<file path="src/rtl/spi_master_seq.sv">
// spi_master_seq: command-driven SPI master. Each accepted {op, payload} word is
// sent as one SS_n-framed MOSI transfer; read-data commands then wait out the
// slave turnaround and shift a MISO byte back, returned on a response strobe.
module spi_master_seq #(
  parameter int ADDR_SIZE = 8,
  parameter int RD_LAT    = 2,
  parameter int GAP       = 1
) (
  input  logic                 clk,
  input  logic                 rst,
  input  logic                 cmd_valid,
  output logic                 cmd_ready,
  input  logic [1:0]           cmd_op,
  input  logic [ADDR_SIZE-1:0] cmd_data,
  output logic                 SS_n,
  output logic                 MOSI,
  input  logic                 MISO,
  output logic                 rsp_valid,
  output logic [ADDR_SIZE-1:0] rsp_data,
  output logic                 busy,
  output logic                 err_seq
);

  localparam int unsigned WW   = ADDR_SIZE + 2;
  localparam int unsigned CMAX = (WW > 15) ? WW : 15;
  localparam int unsigned CW   = $clog2(CMAX + 1);

  typedef enum logic [2:0] {
    S_IDLE,
    S_SEL,
    S_SHIFT,
    S_WAIT,
    S_RECV,
    S_GAP
  } state_t;

  state_t               state;
  state_t               state_next;
  logic [WW-1:0]        word;
  logic                 rd_op;
  logic                 addr_pend;
  logic [CW-1:0]        cnt;
  logic [CW-1:0]        cnt_load;
  logic                 cnt_done;
  logic                 accept;
  logic [ADDR_SIZE-2:0] rx;
  logic [ADDR_SIZE-1:0] rx_next;

  assign cmd_ready = (state == S_IDLE) && !rst;
  assign busy      = (state != S_IDLE);
  assign accept    = cmd_valid && cmd_ready;
  assign cnt_done  = (cnt == '0);
  assign rx_next   = {rx, MISO};

  // State register.
  always_ff @(posedge clk or posedge rst) begin
    if (rst) state <= S_IDLE;
    else     state <= state_next;
  end

  // Next-state decode and the counter reload value for the state being entered.
  always_comb begin
    state_next = state;
    cnt_load   = '0;
    case (state)
      S_IDLE: if (accept) state_next = S_SEL;
      S_SEL: begin
        state_next = S_SHIFT;
        cnt_load   = CW'(WW - 1);
      end
      S_SHIFT: if (cnt_done) begin
        if (rd_op) begin
          state_next = S_WAIT;
          cnt_load   = CW'(RD_LAT - 1);
        end else begin
          state_next = S_GAP;
          cnt_load   = CW'(GAP - 1);
        end
      end
      S_WAIT: if (cnt_done) begin
        state_next = S_RECV;
        cnt_load   = CW'(ADDR_SIZE - 1);
      end
      S_RECV: if (cnt_done) begin
        state_next = S_GAP;
        cnt_load   = CW'(GAP - 1);
      end
      S_GAP: if (cnt_done) state_next = S_IDLE;
      default: state_next = S_IDLE;
    endcase
  end

  // Serial pins decoded from state; reset forces the idle levels immediately.
  always_comb begin
    SS_n = 1'b1;
    MOSI = 1'b0;
    case (state)
      S_SEL, S_SHIFT: begin
        SS_n = 1'b0;
        MOSI = word[WW-1];
      end
      S_WAIT, S_RECV: SS_n = 1'b0;
      default: ;
    endcase
  end

  // Shared down-counter: reloaded on every state change, holds at zero.
  always_ff @(posedge clk or posedge rst) begin
    if (rst)                      cnt <= '0;
    else if (state_next != state) cnt <= cnt_load;
    else if (!cnt_done)           cnt <= cnt - CW'(1);
  end

  // Command latch, MSB-first shift-out and read-sequence error tracking.
  // The word only shifts after SHIFT cycles, so SEL and the first SHIFT cycle
  // both present the opcode MSB.
  always_ff @(posedge clk or posedge rst) begin
    if (rst) begin
      word      <= '0;
      rd_op     <= 1'b0;
      addr_pend <= 1'b0;
      err_seq   <= 1'b0;
    end else if (accept) begin
      word  <= {cmd_op, cmd_data};
      rd_op <= (cmd_op == 2'b11);
      if (cmd_op == 2'b10) begin
        addr_pend <= 1'b1;
      end else if (cmd_op == 2'b11) begin
        addr_pend <= 1'b0;
        if (!addr_pend) err_seq <= 1'b1;
      end
    end else if (state == S_SHIFT) begin
      word <= {word[WW-2:0], 1'b0};
    end
  end

  // MISO deserializer and one-cycle response strobe entering GAP.
  always_ff @(posedge clk or posedge rst) begin
    if (rst) begin
      rx        <= '0;
      rsp_valid <= 1'b0;
      rsp_data  <= '0;
    end else begin
      rsp_valid <= 1'b0;
      if (state == S_RECV) begin
        rx <= rx_next[ADDR_SIZE-2:0];
        if (cnt_done) begin
          rsp_valid <= 1'b1;
          rsp_data  <= rx_next;
        end
      end
    end
  end

endmodule

</file>
<file path="config.mk">
export PLATFORM = sky130hd
export DESIGN_NAME = spi_master_seq
export DESIGN_NICKNAME = d
export VERILOG_FILES = /design/src/rtl/spi_master_seq.sv
export SDC_FILE = /design/constraint.sdc
export NUM_CORES = 1
export LEC_CHECK = 0
export BUFFER_PORTS_ARGS = -buffer_cell sky130_fd_sc_hd__buf_4
export CORE_ASPECT_RATIO = 1.2
export CORE_MARGIN = 2
export CORE_UTILIZATION = 25
export CTS_BUF_LIST = sky130_fd_sc_hd__clkbuf_4 sky130_fd_sc_hd__clkbuf_8
export DETAILED_ROUTE_END_ITERATION = 6
export SYNTH_ARGS = -nofsm -noshare
export SYNTH_HDL_FRONTEND = slang
export SYNTH_SLANG_ARGS = --single-unit
</file>
<file path="constraint.sdc">
create_clock -name clk -period 4 [get_ports clk]
set_input_delay 0.8 -clock clk [delete_from_list [all_inputs] [get_ports clk]]
set_output_delay 0.8 -clock clk [all_outputs]
set_load 0.01 [all_outputs]
</file>
; Word-level counts from Yosys, hierarchy flattened
; Cells that the tools add are included.
[totals]
reg_bits = 36
output_inout_bits = 14
[op_classes]
addsub = 1
eq_ne = 9
n_mux = 21
bitwise_logic = 2
n_reduce_logical = 13
[op_table]
columns = operator, n
row1 = 3-bit two-way mux, 7
row2 = 10-bit two-way mux, 2
row3 = 3-bit one-hot mux with 6 select lines, 1
row4 = 4-bit one-hot mux with 3 select lines, 1
row5 = 1-bit two-way mux, 8
row6 = 4-bit two-way mux, 2
row7 = 3-bit by 2-bit == test with 1-bit output (second input constant), 2
row8 = 3-bit == test (second input constant), 2
row9 = 2-bit == test (second input constant), 2
row10 = 4-bit logical NOT, 1
row11 = 2-bit AND reduction, 2
row12 = 4-bit AND reduction, 1
row13 = 2-bit nonzero test, 2
row14 = 4-bit OR reduction, 1
row15 = 4-bit by 1-bit subtractor with 4-bit output (second input constant), 1
row16 = 3-bit by 1-bit == test with 1-bit output (second input constant), 1
row17 = 3-bit logical NOT, 1
row18 = 3-bit != test, 1
row19 = 3-bit nonzero test, 1
row20 = 1-bit logical AND, 2
row21 = 2-bit by 1-bit != test with 1-bit output (second input constant), 1
row22 = 1-bit NOT, 2
row23 = 2-bit OR reduction, 1
row24 = 1-bit logical NOT, 1

; Longest topological paths before layout
[depth]
word_depth = 7
mapped_depth = 7
depth_no_buf = 6

; Least setup slack after synthesis
; Ideal clock, no wire load.
[synth_timing]
path_type = in2reg
from = in rst
to = reg word[1]
arrival_ns = 2.246
t_required_ns = 3.872
path_slack_ns = 1.627
stages = 5
path_cell_list = inv_1 -> and3_1 -> buf_4 -> buf_2 -> o21ai_0
[synth_between]
elab_chain_cells = 4
elab_cells_between_ends = 5
cone_classes = mux (1) / reduce/logical (4)
[synth_rtl]
columns = element, line
row1 = start: declaration, 10  ; input logic rst,
row2 = 1-bit logical NOT (no line) (*), --
row3 = 1-bit logical AND (*), 49  ; assign cmd_ready = (state == S_IDLE) && !rst;
row4 = 1-bit logical AND (*), 51  ; assign accept = cmd_valid && cmd_ready;
row5 = 10-bit two-way mux or 2-bit nonzero test (tied branches), --
row6 = end signal: assignment, 124  ; word <= {cmd_op, cmd_data};
row7 = end signal: assignment, 133  ; word <= {word[WW-2:0], 1'b0};
row8 = end: declaration, 39  ; logic [WW-1:0] word;
; Every way passes the cells marked *; elsewhere a longest branch is shown, timed or not.
; A chain may end at the register's enable or synchronous reset.

; Worst setup path in the final report
[layout_timing]
from = reg state[1]
to = out cmd_ready
[layout_between]
elab_chain_cells = 2
[layout_rtl]
columns = element, line
row1 = start: declaration, 37  ; state_t state;
row2 = start signal: assignment, 58  ; else state <= state_next;
row3 = 3-bit logical NOT, 49
row4 = 1-bit logical AND, 49
row5 = end: declaration, 12  ; output logic cmd_ready,
; No other way between the ends.

==> summary.txt <==
Clock network
  • CTS tree: built
  • Clock Pin Slew Worst Setup and Hold Paths: 0.07 ns
  • CTS H-tree depth: 2
  • Clk sink count: 36
  • Cts hold-fix bufs: 0
  • Clock Latency Late Sink: 0.28 ns
  • Number of CTS-inserted buffers: 5
  • Post-CTS Setup Bufs: 0
  • CTS Buffer Depth: 2
  • Cts repair resizes: 0
  • Clock root cell: clkbuf_8

Layout
  • N_diodes: 0
  • Layout Area Growth over Synthesis: 21.0%
  • Final nets: 193
  • Most common cell after layout, fill and taps aside: dfrtp_1
  • Non-filler cells, final: 266
  • Finished Core Util: 0.310
  • Layout cells sized above 1: 0.330
  • Commonest cells after routing, fill and taps aside: dfrtp_1 (36), buf_4 (28), nand2_1 (15)

Floorplan
  • Die height: 95.2 um
  • Initial Util: 0.256
  • Die width: 80.0 um
  • Die Footprint: 7620 um2
  • Core area: 6770 um2
  • IO Pins: 28
  • Core Rows: 33

Setup path
  • Setup crit start: state[1]$_DFF_PP0_
  • Buffers plus inverters on the worst setup path: 2
  • Slowest stage delay, CP: 0.58 ns
  • Setup crit start kind: flip-flop
  • Crit Path Category: flip-flop to output pin
  • RR Startpoint: state[1]$_DFF_PP0_
  • CP Cell Sequence: nor3_2, inv_1, nor2_1, buf_4
  • Crit-path slowest cell: dfrtp_1
  • Crit end category: output pin
  • Critical Path RT: 3.20 ns
  • Max FO, Critical Path: 17
  • CP Data Arrival Time: 1.52 ns
  • Top delay family on crit path: flip-flops

STA
  • F_max: 431 MHz
  • Worst-Margin Slew: 0.825 ns
  • Slew Limit Fails: 0
  • Total Neg Setup Slack: 0 ns
  • RSZ-0062 raised after global routing: false
  • Clock Skews: 0.00851 ns
  • Fin crit period: 2.32 ns
  • Period utilisation layout: 0.581
  • Max_slew headroom: 0.450
  • Hold_ws: 0.483 ns
  • Setup violations, final: 0
  • Final hold violations: 0

Yosys
  • Adder-cell area share of the yosys netlist: 0.0130
  • Post-synthesis compound-gate area fraction: 0.113
  • Synth Area in XOR/XNOR: 0.00505
  • Syn Nets: 167
  • Sequential element share of the synthesized area: 0.519
  • Post-Synth Simple-Gate Area: 0.123
  • Flops & latches, synth: 36
  • Mapped Cells: 152
  • Avg Cell Area, Syn: 11.4 um2
  • Synth Warn #: 0
  • Multiplexer area fraction after synthesis: 0.178
  • Largest family of logic cells by synthesized area: multiplexers
  • Synthesized cell area: 1730 um2
  • Synth cell types: 40

Detailed routing
  • WL final: 3.13 mm
  • Total number of vias: 1,156
  • DR DRC count: 0
  • TritonRoute pass-1 iters: 4
  • Routed Antenna Nets: 0
  • Drt wl/cell: 11.8 um
  • Iteration-0 DRC count of the detailed router: 84
  • Via density: 4.35

Power
  • Static Leak: 1.01 nW
  • Maximum VDD drop: 0.000243 V
  • PwrDens: 700 nW/um2

Global route
  • GR peak layer: met2
  • Vias in the first global route: 1,140
  • Pin count of the biggest net entering global routing: 38
  • M1 GR Usage: 0.130
  • GRT Total Usage: 0.0920
  • Met3 Use GR: 0.0227
  • Initial antenna violation count: 0
  • First-pass GRT wire length: 5.42 mm
  • Grt total ovfl: 0
  • Met2 Use GR: 0.134

Status
  • Status: completed

Hold path
  • Class of the worst hold path: flip-flop to flip-flop
  • Hold Crit Start: err_seq$_DFFE_PP0P_

Job
  • Maxcap violations: 0

Place
  • Placer congestion estimate: 0.754
  • HPWL Detailed: 2.21 mm
  • Dpl cells: 258
  • I/O Buffers: 27
-- path summary, 6_finish.rpt --
path | to | slack [ns] | cells after the start
min in group asynchronous | rd_op$_DFFE_PP0P_ | 0.65 | 3
hold reg to reg | err_seq$_DFFE_PP0P_ | 0.48 | 1
max in group asynchronous | rx[3]$_DFFE_PP0P_ | 3.01 | 3
setup reg to reg | addr_pend$_DFFE_PP0P_ | 1.88 | 4
setup / recovery | cmd_ready | 1.68 | 4
hold / removal | err_seq$_DFFE_PP0P_ | 0.48 | 1
-- state kept, by name (all words and copies together) (netlist names) --
signal,flops
addr_pend,1
cnt,4
err_seq,1
rd_op,1
rsp_data,8
rsp_valid,1
rx,7
state,3
word,10
-- where the power goes --
group          internal [mW]  total (mW)  leakage [nW]  switching (mW)
sequential             0.498       0.623         0.468           0.125
combinational          0.298       0.573         0.496           0.275
clock                  0.147       0.271        0.0479           0.124
-- cells in the mapped netlist --
master	number	area (um2)
dfrtp_1	36	901
nand2_1	15	56.3
mux2i_1	11	110
o21ai_0	11	55.1
a21oi_1	8	40.0
mux2_4	8	120
inv_1	7	26.3
mux2_2	7	78.8
o21ai_1	5	25.0
buf_2	3	15.0
clkbuf_1	3	11.3
nor2_1	3	11.3
o22ai_1	3	18.8
and3_1	2	12.5
buf_4	2	15.0
nand2b_1	2	12.5
nor3_1	2	10.0
or2_2	2	12.5
a21o_1	1	7.51
a31oi_1	1	6.26
a32oi_1	1	8.76
a41o_1	1	10.0
a41oi_1	1	8.76
buf_6	1	11.3
ha_1	1	12.5
inv_2	1	3.75
maj3_1	1	10.0
nand2_4	1	11.3
nand3_1	1	5.00
nand3b_1	1	7.51
nor2_4	1	11.3
nor2b_1	1	6.26
nor3_2	1	10.0
nor3_4	1	16.3
nor3b_4	1	18.8
nor4_1	1	6.26
o21a_1	1	7.51
o32ai_1	1	8.76
or3_1	1	6.26
xor2_1	1	8.76
-- cell type report --
class	instances	area (um2)
Clock buffer	7	90.1
Clock inverter	1	7.51
Fill cell	728	4670
Inverter	8	30.0
Multi-Input combinational cell	99	751
Sequential cell	36	901
Tap cell	87	109
Timing Repair Buffer	28	210
-- stage by stage --
stage                     power (mW)  setup slack (ns)  area (um2)
final                           1.47              1.68        2100
after global placement          1.20              1.88        2000
after floorplan                 1.06              1.63        1730
after detailed placement        1.22              1.86        2000
after CTS                       1.49              1.66        2100
after global routing            1.59              1.52        2100
-- per-layer routing --
metal | share of wire | wire, um
met4 | 0.0083 | 26
met3 | 0.039 | 122
met2 | 0.47 | 1480
met5 | 0 | 0
met1 | 0.48 | 1510
-- logic make-up after synthesis --
kind of cell,after synthesis
simple gates,36
mux,26
fa+ha+maj,2
compound gates,34
buf+inv,17
xor+xnor,1
flops,36
Power figures use the tool's default switching activity.
